==> src/rtl/writeback_step_pkg.sv <==
// writeback_step_pkg: shared memOp encodings, writeback FSM states and datapath width default
package writeback_step_pkg;
  localparam int XLEN_DEF = 32;
  typedef enum logic [3:0] {
    OP_LB  = 4'd0,
    OP_LH  = 4'd1,
    OP_LW  = 4'd2,
    OP_LBU = 4'd4,
    OP_LHU = 4'd5,
    OP_SB  = 4'd8,
    OP_SH  = 4'd9,
    OP_SW  = 4'd10
  } mem_op_e;
  typedef enum logic [1:0] {S_IDLE, S_WAIT_LOAD, S_COMMIT} state_e;
endpackage

==> src/rtl/writeback_step_load_align_extend.sv <==
// load_align_extend: selects the addressed byte/halfword of a load word, extends it and flags misalignment
module load_align_extend
  import writeback_step_pkg::*;
#(
  parameter int XLEN = XLEN_DEF
) (
  input  logic [3:0]      memop_i,
  input  logic [1:0]      offset_i,
  input  logic [XLEN-1:0] word_i,
  output logic [XLEN-1:0] data_o,
  output logic            misalign_o
);
  logic [7:0]  b;
  logic [15:0] h;
  logic        is_b, is_h;
  always_comb begin
    b = offset_i == 2'd0 ? word_i[7:0] :
        offset_i == 2'd1 ? word_i[15:8] :
        offset_i == 2'd2 ? word_i[23:16] : word_i[31:24];
    h = offset_i[1] ? word_i[31:16] : word_i[15:0];
    is_b = memop_i == OP_LB || memop_i == OP_LBU;
    is_h = memop_i == OP_LH || memop_i == OP_LHU;
    data_o = memop_i == OP_LB  ? {{(XLEN-8){b[7]}}, b} :
             memop_i == OP_LBU ? {{(XLEN-8){1'b0}}, b} :
             memop_i == OP_LH  ? {{(XLEN-16){h[15]}}, h} :
             memop_i == OP_LHU ? {{(XLEN-16){1'b0}}, h} : word_i;
    misalign_o = is_b ? 1'b0 : is_h ? offset_i[0] : offset_i != 2'd0;
  end
endmodule

==> src/rtl/writeback_step.sv <==
// writeback_step: final pipeline stage; retires ALU results and loads into the register file, stalls on pending loads
module writeback_step
  import writeback_step_pkg::*;
#(
  parameter int XLEN       = XLEN_DEF,
  parameter int REG_ADDR_W = 5,
  parameter int CNT_W      = 32
) (
  input  logic                  clk_i,
  input  logic                  rst_i,
  input  logic                  enable_step_i,
  input  logic                  valid_i,
  output logic                  ready_o,
  input  logic                  mem_read_i,
  input  logic                  mem_write_i,
  input  logic [3:0]            memOp_i,
  input  logic [REG_ADDR_W-1:0] rd_i,
  input  logic [XLEN-1:0]       alu_result_i,
  input  logic                  load_valid_i,
  input  logic [XLEN-1:0]       load_data_i,
  output logic                  rf_we_o,
  output logic [REG_ADDR_W-1:0] rf_addr_o,
  output logic [XLEN-1:0]       rf_data_o,
  output logic                  misalign_o,
  output logic [CNT_W-1:0]      retired_o
);
  state_e                state_q, state_d;
  logic [3:0]            memop_q;
  logic [REG_ADDR_W-1:0] rd_q;
  logic [1:0]            off_q;
  logic                  got_data_q;
  logic [XLEN-1:0]       ld_data_q;
  logic                  we_q, we_d, mis_q, mis_d;
  logic [REG_ADDR_W-1:0] addr_q, addr_d;
  logic [XLEN-1:0]       data_q, data_d;
  logic [CNT_W-1:0]      cnt_q;
  logic [XLEN-1:0]       ext;
  logic                  ext_mis, acc, commit, load_done;
  assign ready_o   = state_q != S_WAIT_LOAD;
  assign acc       = valid_i && ready_o && enable_step_i;
  assign commit    = state_q == S_COMMIT && enable_step_i;
  assign load_done = state_q == S_WAIT_LOAD && enable_step_i && (got_data_q || load_valid_i);
  assign rf_we_o    = commit && we_q;
  assign misalign_o = commit && mis_q;
  assign rf_addr_o  = addr_q;
  assign rf_data_o  = data_q;
  assign retired_o  = cnt_q;
  load_align_extend #(.XLEN(XLEN)) u_align (
    .memop_i   (memop_q),
    .offset_i  (off_q),
    .word_i    (got_data_q ? ld_data_q : load_data_i),
    .data_o    (ext),
    .misalign_o(ext_mis)
  );
  always_comb begin
    state_d = acc ? (mem_read_i ? S_WAIT_LOAD : S_COMMIT) :
              commit ? S_IDLE :
              load_done ? S_COMMIT : state_q;
    addr_d  = addr_q;
    data_d  = data_q;
    we_d    = we_q;
    mis_d   = mis_q;
    if (acc && !mem_read_i) begin
      addr_d = rd_i;
      data_d = alu_result_i;
      we_d   = !mem_write_i && rd_i != '0;
      mis_d  = 1'b0;
    end else if (load_done) begin
      addr_d = rd_q;
      data_d = ext;
      we_d   = !ext_mis && rd_q != '0;
      mis_d  = ext_mis;
    end
  end
  always_ff @(posedge clk_i or negedge rst_i) begin
    if (!rst_i) begin
      state_q    <= S_IDLE;
      memop_q    <= '0;
      rd_q       <= '0;
      off_q      <= '0;
      got_data_q <= 1'b0;
      ld_data_q  <= '0;
      we_q       <= 1'b0;
      mis_q      <= 1'b0;
      addr_q     <= '0;
      data_q     <= '0;
      cnt_q      <= '0;
    end else begin
      state_q <= state_d;
      addr_q  <= addr_d;
      data_q  <= data_d;
      we_q    <= we_d;
      mis_q   <= mis_d;
      if (acc) begin
        memop_q <= memOp_i;
        rd_q    <= rd_i;
        off_q   <= alu_result_i[1:0];
      end
      got_data_q <= state_q == S_WAIT_LOAD && state_d == S_WAIT_LOAD && (got_data_q || load_valid_i);
      if (state_q == S_WAIT_LOAD && load_valid_i && !got_data_q) ld_data_q <= load_data_i;
      if (commit && !mis_q) cnt_q <= cnt_q + CNT_W'(1);
    end
  end
endmodule

==> config.mk <==
export PLATFORM = sky130hd
export DESIGN_NAME = writeback_step
export DESIGN_NICKNAME = d
export VERILOG_FILES = /design/src/rtl/writeback_step_pkg.sv /design/src/rtl/writeback_step_load_align_extend.sv /design/src/rtl/writeback_step.sv
export SDC_FILE = /design/constraint.sdc
export NUM_CORES = 1
export LEC_CHECK = 0
export CORE_MARGIN = 5
export CORE_UTILIZATION = 40
export DETAILED_ROUTE_END_ITERATION = 12
export HOLD_SLACK_MARGIN = 0.03
export PLACE_DENSITY = 0.68
export SLEW_MARGIN = 10
export SYNTH_ARGS = -nofsm -noshare
export SYNTH_HDL_FRONTEND = slang
export SYNTH_SLANG_ARGS = --single-unit
==> constraint.sdc <==
create_clock -name clk_i -period 2 [get_ports clk_i]
set_clock_uncertainty 0.1 [all_clocks]
set_input_delay 0.3 -clock clk_i [delete_from_list [all_inputs] [get_ports clk_i]]
set_output_delay 0.3 -clock clk_i [all_outputs]
set_load 0.01 [all_outputs]
# Word-level counts from Yosys, hierarchy flattened

Cells that the tools add are included.

Flip-flop bits (word level): 117
Memory bits (read-only): 0
Output and inout bits: 72
Memories kept: 0
Word-level logic and storage cells: 73
Bits of input ports: 80
Memory bits (writable): 0
Latch bits: 0

Add/sub/neg operators: 1
Shift-type cells: 0
Order comparisons: 0
Bitwise logic cells: 0
Multiply operators: 0
Equal/unequal tests: 9
Reduce and logical (&&, ||, !) cells: 29
Div/mod/pow operators: 0
Mux-type cells: 23

Operators by type and width:

| operator              | count |
|---|---|
| $mux 32               | 7 |
| $add 32x1->32 const B | 1 |
| $mux 8                | 3 |
| $mux 16               | 1 |
| $logic_and 1x1->1     | 15 |
| $mux 5                | 2 |
| $reduce_bool 5->1     | 2 |
| $eq 4x3->1 const B    | 2 |
| $mux 2                | 4 |
| $eq 2x1->1 const B    | 3 |
| $mux 1                | 6 |
| $logic_not 1->1       | 5 |
| $eq 2x2->1 const B    | 2 |
| $eq 4x1->1 const B    | 1 |
| $logic_not 4->1       | 1 |
| $reduce_bool 2->1     | 2 |
| $logic_or 1x1->1      | 3 |
| $logic_not 2->1       | 1 |
| $ne 2x1->1 const B    | 1 |

# Longest topological paths before layout

Gate-level depths: netlist (run 1).

Depth after elaboration: 9
Mapped depth: 8
Depth with buffers taken out: 6

# By module

From an unflattened synthesis (run 1), not the netlist that was laid out.

Cell total of the unflattened synthesis: 596
Area, all modules: 6319.8 µm²

By module, submodules not included:

| module            | area each (µm²) | times used | sequential area each (µm²) | cells an instance |
|---|---|---|---|---|
| writeback_step    | 5464.0          | 1          | 2927.8                     | 490 |
| load_align_extend | 855.8           | 1          | 0.0                        | 106 |

# Worst setup path after synthesis (run 1)

OpenSTA, ideal clock, no wires.

Path kind: reg-to-reg
Start: register off_q[1]
End: register data_q[4] (netlist: rf_data_o[4])
Data required time: 1.768 ns
Path buffers: 2
Data arrival time: 1.616 ns
Cell stages (with the launch flop): 6
Library setup time: 0.132 ns
Slack: 0.152 ns
Period minus slack after synthesis: 1.848 ns
Cell sequence: dfrtp_1 -> buf_6 -> clkbuf_1 -> mux4_2 -> a222oi_1 -> nand3_1

Longest elaborated chain between the ends: 8
Elaborated cells on any way between the ends: 13
Those cells by class: eq/ne (2); mux (10); reduce/logical (1)

Ends and longest elaborated chain:

| item                     | line                                   | source |
|---|---|---|
| start: declaration       | writeback_step.sv:30                   | `logic [1:0] off_q;` |
| start signal: assignment | writeback_step.sv:97                   | `off_q <= alu_result_i[1:0];` |
| $eq 2x2->1               | writeback_step_load_align_extend.sv:19 | `offset_i == 2'd2 ? word_i[23:16] : word_i[31:24];` |
| $mux 8                   | writeback_step_load_align_extend.sv:19 |  |
| $mux 8                   | writeback_step_load_align_extend.sv:18 | `offset_i == 2'd1 ? word_i[15:8] :` |
| $mux 8                   | writeback_step_load_align_extend.sv:17 | `b = offset_i == 2'd0 ? word_i[7:0] :` |
| $mux 32                  | writeback_step_load_align_extend.sv:24 | `memop_i == OP_LBU ? {{(XLEN-8){1'b0}}, b} :` |
| $mux 32 *                | writeback_step_load_align_extend.sv:23 | `data_o = memop_i == OP_LB ? {{(XLEN-8){b[7]}}, b} :` |
| $mux 32 *                | writeback_step.sv:68                   | `end else if (load_done) begin` |
| $mux 32 *                | writeback_step.sv:63                   | `if (acc && !mem_read_i) begin` |
| end signal: assignment   | writeback_step.sv:91                   | `data_q <= data_d;` |
| end: declaration         | writeback_step.sv:35                   | `logic [XLEN-1:0] data_q, data_d;` |

Every way passes the cells marked *; elsewhere a longest branch is shown, timed or not. The select of a mux whose other input is x is not followed.
A chain may end at the register's enable or synchronous reset.

# Worst setup path after layout (run 1)

Start: register got_data_q
End: register data_q[12] (netlist: rf_data_o[12])

Longest elaborated chain between the ends: 8
Elaborated cells on any way between the ends: 14
Those cells by class: mux (11); reduce/logical (3)

Ends and longest elaborated chain:

| item                     | line                                   | source |
|---|---|---|
| start: declaration       | writeback_step.sv:31                   | `logic got_data_q;` |
| start signal: assignment | writeback_step.sv:99                   | `got_data_q <= state_q == S_WAIT_LOAD && state_d == S_WAIT_LOAD && (got_data_q \|\| load_valid_i);` |
| $mux 32                  | writeback_step.sv:51                   | `.word_i (got_data_q ? ld_data_q : load_data_i),` |
| $mux 16                  | writeback_step_load_align_extend.sv:20 | `h = offset_i[1] ? word_i[31:16] : word_i[15:0];` |
| $mux 32                  | writeback_step_load_align_extend.sv:26 | `memop_i == OP_LHU ? {{(XLEN-16){1'b0}}, h} : word_i;` |
| $mux 32                  | writeback_step_load_align_extend.sv:25 | `memop_i == OP_LH ? {{(XLEN-16){h[15]}}, h} :` |
| $mux 32                  | writeback_step_load_align_extend.sv:24 |  |
| $mux 32                  | writeback_step_load_align_extend.sv:23 |  |
| $mux 32                  | writeback_step.sv:68                   |  |
| $mux 32                  | writeback_step.sv:63                   |  |

Several ways; a longest one is shown, not always the timed one. The select of a mux whose other input is x is not followed.

==> metrics.yaml, run 1 <==
outcome: "complete, no violations"
hold_class: "input port to async pin"
post_drt_via_cell_ratio: 5.42
slowest_stage: "mux4_2"
yosysSeqAreaShare: 0.465
place_area_um2: 8450
finalMaxSlewViolations: 0
drtAntennaViolNets: 0
path_clk_slew_ns: 0.05
synthCells: 532
period_share: 0.979
initial_core_util: 0.412
synth_area_leaders: "dfrtp_1 46%, mux2_2 11%, mux4_2 7.5%, nand2_1 4.6%, xnor2_1 3.5%"
num_rows: 45
antenna_found_initial: 0
peakVddDrop_uv: 729
fin_ws_ns: 0.0410
clkSinkCount: 117
globalRouteOverflowTotal: 0
worstSetupStartpoint: "got_data_q"
critical_path.cell_chain: "buf_12 > buf_12 > mux4_2 > a311oi_1 > a21oi_1"
grt_pass1_vias: 5548
rsz0062_at_grt: "false"
drc: 0
fmax_ghz: 0.510
yosysTopAreaCell: "dfrtp_1"
synth_top_flop_cell: "dfrtp_1"
tightestPinTransition_ns: 0.512
cap_viol_max_count: 0
cts_tree: "built"
syn-num-nets: 613
pre_cts_ws_ns: -0.227
die_y_um: 136
die_w_um: 136
crit_fanout: 16
dieArea_um2: 18400
synth_top_area_frac: 0.465
crit_path_end_kind: "register"
drive_gt1_frac: 0.289
p_leak_nw: 3.73
drtIter0Drc: 377
cts_buffer_depth: 2
setup_viol: 0
diodes: 0
gp_congestion: 0.860
ys_ff_latch: 117
wl_per_cell_um: 19.2
async_reset_ff_frac: 1.00
fin_nets: 822
core_area_um2: 15300
cp-start-kind: "register"
hold_viol_final: 0
worstPathArrival_ns: 2.15
htreeDepth: 4
rr_startpoint: "got_data_q"
synth_edf_count: 0
wirelength_mm: 18.6
min_period_ns: 1.96
syn_area_um2: 6300
dr.pass1.iters: 5
area_growth_syn_to_layout_pct: 43.5
io_buffers: 151
dr_total_vias: 5226
cpPeakStageDelay_ns: 0.52
power_density_nw_per_um2: 1180
worst_path_most_repeated_cell: "buf_12"
crit_buf_inv: 2
critPathKind: "register to register"
grt_pass1_wl_mm: 29.4
cts-root-buf: "clkbuf_16"
boundaryPins: 152
groute.usage.overall: 0.207
dpl.hpwl_mm: 14.2
grt_start_max_net_pins: 58
postLayoutCellArea_um2: 9040
tns_ns: 0
slew_headroom: 0.657
clock_latency_ns: 0.42
syn_area_per_cell_um2: 11.8
critPathTopFamily: "multiplexers"
cp.required_ns: 2.19
postLayoutCoreUtil: 0.590
fin_worst_hold_slack_ns: 0.291
numCtsBuffers: 17
yosysUniqueCellTypes: 58
synth-warning-count: 0
-- power by group --
part	switching (W)	total, W	internal [W]
Sequential	0.000677	0.00392	0.00324
Combinational	0.00179	0.00408	0.00228
Clock	0.00100	0.00271	0.00170
-- through the flow --
stage,std cells,total power (W)
after global routing,965,0.0113
final,965,0.0107
after global placement,926,0.00783
after detailed placement,926,0.00799
after floorplan,532,0.00594
after CTS,960,0.0108
-- layout by cell type (no fill, tap or decap), types with 4 or more instances in the layout --
master / instances
a21oi_1: 13
a21oi_2: 5
a222oi_1: 4
a22oi_1: 9
a22oi_2: 4
a32oi_1: 5
a32oi_2: 5
and2_1: 4
and3_1: 7
buf_12: 8
buf_4: 63
clkbuf_1: 7
clkbuf_16: 17
clkbuf_8: 4
clkdlybuf4s50_1: 148
clkinv_2: 4
dfrtp_1: 114
mux2_2: 61
mux2i_1: 13
mux4_2: 21
nand2_1: 78
nand3_1: 20
nand4_1: 11
nor2_1: 22
nor2b_1: 4
nor3_1: 5
o22ai_1: 14
xnor2_1: 25
xor2_1: 6
-- synth_stat cells (2+ instances only) --
cell type and number:
a211oi_1 3, a21oi_1 13, a21oi_2 5, a221o_1 2, a221oi_1 3, a222oi_1 4
a22oi_1 9, a22oi_2 4, a311oi_1 4, a32oi_1 5, a32oi_2 5, and2_1 4
and3_1 7, and4_1 3, buf_2 13, buf_4 6, buf_6 6, clkbuf_1 6
dfrtp_1 117, mux2_2 61, mux2i_1 13, mux4_2 21, nand2_1 78, nand3_1 20
nand4_1 11, nor2_1 22, nor2_2 2, nor2b_1 4, nor3_1 5, nor3_2 2
nor4_4 2, o21ai_0 3, o21ai_1 2, o22ai_1 14, xnor2_1 25, xor2_1 6
-- cell families (layout without fill, tap and decap cells) --
kind of cell,Yosys count,in the layout,share of synthesized area
xor+xnor,31,31,0.0431
simple gates,175,175,0.149
flops,117,117,0.465
buf+inv,34,256,0.0339
mux,95,95,0.205
fa+ha+maj,1,1,0.00198
compound gates,79,79,0.103
-- layer usage --
metal	track usage	vias up	wire, um	part of all wire
met5	0	-	0	0
met4	0.0756	0	440	0.024
met3	0.0475	34	1110	0.060
met2	0.356	191	9480	0.51
met1	0.256	2594	7550	0.41
li1	-	2407	-	-
-- area by class of cell --
cell class                 count  area [um2]
timing repair buffer         222        2130
clock inverter                 4        20.0
fill                        1318        6270
sequential                   117        2930
clock buffer                  28         507
inverter                       2        13.8
multi-input combinational    381        3170
tap                          211         264
-- state kept, by name, summed over array words and instances (netlist names) --
signal and cells:
off_q 2, mis_q 1, state_q 2, memop_q 4, retired_o 32, rf_data_o 32, ld_data_q 32, rf_addr_o 5
got_data_q 1, we_q 1, rd_q 5
-- path summary, 6_finish.rpt --
kind	to	slack, ns	cells after the start
min in group clk_i	rf_data_o[20]	0.37	3
max in group asynchronous	ld_data_q[8]	0.84	3
min reg2reg	retired_o[31]	0.38	1
max	rf_data_o[12]	0.04	5
max reg2reg	rf_data_o[12]	0.04	5
min	rf_addr_o[2]	0.29	2
-- worst reg2reg max path: cells and delay by family, from the launching register on --
kind                   cells  cell delay [ns]
multiplexers               1             0.52
flip-flops                 1             0.38
AO/OA/AOI/OAI              2             0.51
buffers and inverters      2             0.33
-- what timing repair did --
| item | CTS | global route |
|---|---|---|
| endpoints found under the setup margin | 3 | 31 |
| setup buffers | 1 | 5 |
| gates resized for setup | 4 | 7 |
| hold buffers | 1 | 0 |
| endpoints found under the hold margin | 28 | 0 |
| pin swaps | 0 | 2 |
(Power assumes the default switching activity.)
==> run 2, diff against run 1 <==
Settings changed: SKIP_LAST_GASP from default to 1.
==> metrics.yaml, run 2 (synthesis results as in run 1) <==
slowest_stage: "dfrtp_1"  # was mux4_2
path_clk_slew_ns: 0.05  # about the same
fmax_ghz: 0.507  # was 0.510 GHz
period_share: 0.986  # was 0.979
cap_viol_max_count: 0  # unchanged
rrSetupSlack_ns: 0.04  # about the same
hold_viol_final: 0  # unchanged
grt_pass1_wl_mm: 29.4  # unchanged
clkSinkCount: 117  # unchanged
cts_buffer_depth: 2  # unchanged
globalRouteOverflowTotal: 0  # unchanged
critPathKind: "register to output pin"  # was register to register
boundaryPins: 152  # unchanged
fin_worst_hold_slack_ns: 0.291  # about the same
groute.usage.overall: 0.207  # unchanged
postLayoutCellArea_um2: 9050  # was 9040 um2
cts_tree: "built"  # unchanged
num_rows: 45  # unchanged
clock_latency_ns: 0.42  # about the same
p_leak_nw: 3.73  # about the same
cts-root-buf: "clkbuf_16"  # unchanged
htreeDepth: 4  # unchanged
place_area_um2: 8450  # unchanged
ff2ff_path_depth: 5  # unchanged
cpPeakStageDelay_ns: 0.37  # was 0.52 ns
min_period_ns: 1.97  # was 1.96 ns
worstPathArrival_ns: 1.57  # was 2.15 ns
tightestPinTransition_ns: 0.511  # was 0.512 ns
die_w_um: 136  # unchanged
slew_headroom: 0.658  # was 0.657
drc: 0  # unchanged
wirelength_mm: 18.6  # about the same
peakVddDrop_uv: 728  # was 729 uV
outcome: "complete, no violations"  # unchanged
pre_cts_ws_ns: -0.227  # unchanged
cp-start-kind: "register"  # unchanged
mostFrequentLayoutCells: "148 x clkdlybuf4s50_1, 114 x dfrtp_1, 78 x nand2_1, 63 x buf_4, 61 x mux2_2"  # unchanged
dr_total_vias: 5245  # was 5226
dr.pass1.iters: 5  # unchanged
dieArea_um2: 18400  # unchanged
power_density_nw_per_um2: 1180  # about the same
crit_cells: 4  # was 5
die_y_um: 136  # unchanged
core_area_um2: 15300  # unchanged
drive_gt1_frac: 0.288  # was 0.289
initial_core_util: 0.412  # unchanged
area_growth_syn_to_layout_pct: 43.6  # was 43.5%
post_drt_via_cell_ratio: 5.44  # was 5.42
numCtsBuffers: 17  # unchanged
grt_pass1_vias: 5548  # unchanged
hold_class: "input port to async pin"  # unchanged
fin_ws_ns: 0.0273  # was 0.0410 ns
finalMaxSlewViolations: 0  # unchanged
setup_viol: 0  # unchanged
dpl.hpwl_mm: 14.2  # unchanged
critical_path.cell_chain: "buf_4 > and3b_2 > and2_1 > clkdlybuf4s15_1"  # was buf_12 > buf_12 > mux4_2 > a311oi_1 > a21oi_1
crit_path_end_kind: "output pin"  # was register
diodes: 0  # unchanged
layout_commonest_cell: "clkdlybuf4s50_1"  # unchanged
grt_start_max_net_pins: 58  # unchanged
drtIter0Drc: 377  # unchanged
antenna_found_initial: 0  # unchanged
rsz0062_at_grt: "true"  # was false
cp.required_ns: 1.60  # was 2.19 ns
crit_buf_inv: 2  # unchanged
fin_nets: 822  # unchanged
gp_congestion: 0.860  # unchanged
postLayoutCoreUtil: 0.591  # was 0.590
drtAntennaViolNets: 0  # unchanged
io_buffers: 151  # unchanged
critPathTopFamily: "buffers and inverters"  # was multiplexers
wl_per_cell_um: 19.3  # was 19.2 um
crit_fanout: 5  # was 16
run 2: cell types whose count changed in the layout (fill, tap and decap cells not counted):
cell / change
clkbuf_2: -1
clkdlybuf4s15_1: +1
run 2: path summary, 6_finish.rpt:
path	from	end
worst max-delay path	state_q[0]	misalign_o
worst min-delay path	rst_i	rf_addr_o[2]
worst max register to register	got_data_q	rf_data_o[12]
worst min register to register	retired_o[31]	retired_o[31]
max in group asynchronous	rst_i	ld_data_q[8]
min in group clk_i	alu_result_i[20]	rf_data_o[20]
run 2: routing by layer:
| metal | GRT usage | routed length, um | share of wire | up-vias |
|---|---|---|---|---|
| met5 | 0 | 0 | 0 | - |
| met4 | 0.0756 | 462 | 0.025 | 0 |
| met3 | 0.0475 | 1170 | 0.063 | 36 |
| met2 | 0.356 | 9460 | 0.51 | 202 |
| met1 | 0.256 | 7500 | 0.40 | 2600 |
| li1 | - | - | - | 2407 |
run 2: cell type report:
cell class / instances / area [um2]
Tap cell: 211 / 264
Sequential cell: 117 / 2930
Fill cell: 1317 / 6270
Clock buffer: 28 / 507
Inverter: 2 / 13.8
Multi-Input combinational cell: 381 / 3170
Timing Repair Buffer: 222 / 2140
Clock inverter: 4 / 20.0
run 2: repair_timing:
action,CTS,global route
setup endpoints to repair,3,31
resized for setup,3,7
buffers inserted,1,5
hold buffers,1,0
pin swaps,0,2
endpoints found under the hold margin,28,0
run 2: through the flow:
stage               power [W]  std cells  setup TNS, ns
global placement      0.00783        926          -7.00
floorplan             0.00594        532              0
finish                 0.0107        965              0
detailed placement    0.00799        926         -10.24
global route           0.0113        965        -0.0500
CTS                    0.0108        960        -0.0228
run 2: report_power, final:
part / switching, W / internal [W] / total (W) / leakage (nW)
Clock: 0.00100 / 0.00170 / 0.00271 / 0.262
Combinational: 0.00180 / 0.00228 / 0.00408 / 2.02
Sequential: 0.000677 / 0.00324 / 0.00392 / 1.45
Total: 0.00348 / 0.00723 / 0.0107 / 3.73
run 2: worst register-to-register path: cells and delay by family (launching register included):
kind	cells	cell delay [ns]
multiplexers	1	0.52
AO/OA/AOI/OAI	2	0.51
flip-flops	1	0.38
buffers and inverters	2	0.33
==> variant: new RTL, config.mk and constraints of run 2 <==
`REG_ADDR_W`: 5 -> 6.
--- a/src/rtl/writeback_step.sv
+++ b/src/rtl/writeback_step.sv
@@ -3,7 +3,7 @@
   import writeback_step_pkg::*;
 #(
   parameter int XLEN       = XLEN_DEF,
-  parameter int REG_ADDR_W = 5,
+  parameter int REG_ADDR_W = 6,
   parameter int CNT_W      = 32
 ) (
   input  logic                  clk_i,
Interface: changed (resized rd_i and rf_addr_o); port bits go from 152 to 154. The function was not compared with the original's and may differ.
==> variant against run 2 <==
Setup slack improved by 48 ps; sequential cell count grew 2; count of clock-buffer cells in the layout is 8 lower; wire length is 1.7% lower; power up 3.0%; fmax is 2.5% higher; synthesized area up 2.1%; critical path depth decreased by 3; cell area rose by 1.7%; via count up 1.3%; clock power rose by 12%; sequential power rose by 3%; largest power group is now sequential cells.
==> variant: results (changes against run 2) <==
Status
  • Outcome: completed (unchanged)

Layout
  • Comb_multi_in: 394 (was 381)
  • Signal buffers share of area: 0.232 (was 0.236)
  • Nets: 829 (was 822)
  • Clock buf/inv share: 0.0645 (was 0.0582)
  • Layout cell share with drive strength beyond 1: 0.225 (was 0.288)
  • Final core occ: 0.581 (was 0.591)
  • Fillcell total: 1265 (was 1317)
  • Register area: 2980 um^2 (was 2930 um^2)
  • Multi-input gate area: 3200 um^2 (was 3170 um^2)
  • CLK BUF: 20 (was 28)
  • Non-clock inverter count in the final layout: 4 (was 2)

Clock network
  • Clock Sinks: 119 (was 117)
  • Postcts setup bufs: 0 (was 1)
  • Clock transition at path regs: 60 ps

Synth
  • Synth top area cells: dfrtp_1 (46%), mux2_2 (6.1%), mux2i_1 (5.4%) (was dfrtp_1 (46%), mux2_2 (11%), mux4_2 (7.5%))
  • Seq/Total Area, Yosys: 0.463 (was 0.465)
  • Yosys cell types: 65 (was 58)
  • Top cells by count, synth: dfrtp_1 (119), nand2_1 (42), mux2_2 (35), mux2i_1 (35), a22oi_1 (30) (was dfrtp_1 (117), nand2_1 (78), mux2_2 (61))
  • Syn Nets: 635 (was 613)
  • Mapped Cells: 553 (was 532)
  • Synth warn: 0 (unchanged)

Global routing
  • Grt met2 use: 0.321 (was 0.356)
  • M3 GR Usage: 0.0515 (was 0.0475)
  • Vias in the first global route: 5513 (was 5548)
  • GRT Overall Usage: 0.201 (was 0.207)
  • M1 GR Usage: 0.268 (was 0.256)
  • First-pass GRT wire length: 29.3 mm (was 29.4 mm)
  • Largest net degree at the start of global routing: 48 (was 58)

STA
  • Worst-margin pin slew: 553 ps (was 511 ps)

Detailed routing
  • Metal2 WL: 8.67 mm (was 9.46 mm)
  • Starting DRT DRC Count: 287 (was 377)
  • Routed wire length: 18.3 mm (was 18.6 mm)
  • Routed vias/inst: 5.44 (about the same)
  • Met3 routed WL: 1.25 mm (was 1.17 mm)
  • Vias: 5312 (was 5245)
  • Wire length on met1: 7.88 mm (was 7.50 mm)
  • Max layer used: met4 (unchanged)

Critical path
  • Reg2Reg Depth: 6 (was 5)
  • CP max-delay cell: clkdlybuf4s50_1 (was dfrtp_1)
  • WP data arrival: 1530 ps (was 1570 ps)
  • Max incr delay on CP: 610 ps (was 370 ps)
  • CP top delay family: buffers and inverters (unchanged)
  • RR Startpoint: got_data_q (unchanged)
  • CP max FO: 6 (was 5)
  • Worst R2R End: rf_data_o[9] (was rf_data_o[12])
  • FF-to-FF setup slack: 100 ps (was 40 ps)

Place
  • DP Wirelength: 13.6 mm (was 14.2 mm)
  • DP Area: 8510 um^2 (was 8450 um^2)
  • Placed cells: 935 (was 926)
  • Routability Congestion: 0.828 (was 0.860)
  • Port Buffers: 153 (was 151)

Power and ir drop
  • VDD IR max: 0.689 mV (was 0.728 mV)
  • Total internal power: 7.47 mW (was 7.23 mW)
  • Leak: 3.87 nW (was 3.73 nW)

Die
  • Tap cells: 216 (was 211)
variant: cell count changes in the layout (fill, tap and decap cells not counted), moves of 6 or more:
| cell | delta |
|---|---|
| a21oi_1 | +6 |
| nand4_1 | -7 |
| clkbuf_1 | -7 |
| o21ai_0 | +12 |
| mux2_2 | -26 |
| nand2_1 | -36 |
| mux4_2 | -7 |
| a22oi_1 | +21 |
| mux2_1 | +14 |
| mux2i_1 | +22 |
| buf_4 | -18 |
variant: how the worst max path moves through the flow:
stage,to,slack (ps),cells past startpoint,startpoint
floorplan,rf_data_o[21],280,8,state_q[1]
global placement,misalign_o,-140,4,enable_step_i
detailed placement,misalign_o,-140,4,enable_step_i
CTS,rf_data_o[4],20,5,got_data_q
global route,rf_data_o[8],-1,6,got_data_q
finish,retired_o[0],70,1,retired_o[0]
variant: power by group through the flow:
stage / Sequential, mW / Clock [mW] / Combinational (mW)
floorplan: 4.04 / 0 / 2.01
global placement: 3.99 / 0 / 3.85
detailed placement: 4.05 / 0 / 3.94
CTS: 4.02 / 3.09 / 3.96
global route: 4.16 / 3.20 / 4.29
finish: 4.03 / 3.04 / 3.96
variant: metrics by stage:
stage	hold slack (ps)	setup WS [ps]
2_1_floorplan	-95.6	281
3_3_place_gp	210	-137
3_5_place_dp	221	-139
4_1_cts	317	24.7
5_1_grt	375	-1.48
6_report	324	75.0
variant: worst reg2reg max path, delay by kind of cell, from the launching register on:
kind,cells,cell delay (ps)
simple gates,1,70
flops,1,450
mux,1,300
buf+inv,1,190
compound gates,3,660
variant: cell families (layout without fill, tap and decap cells):
group,after synthesis,after routing,share of synthesized area
flops,119,119,0.463
simple gates,152,152,0.138
fa+ha+maj,1,1,0.00194
mux,101,101,0.196
compound gates,109,109,0.119
buf+inv,40,247,0.0399
xor+xnor,31,31,0.0422
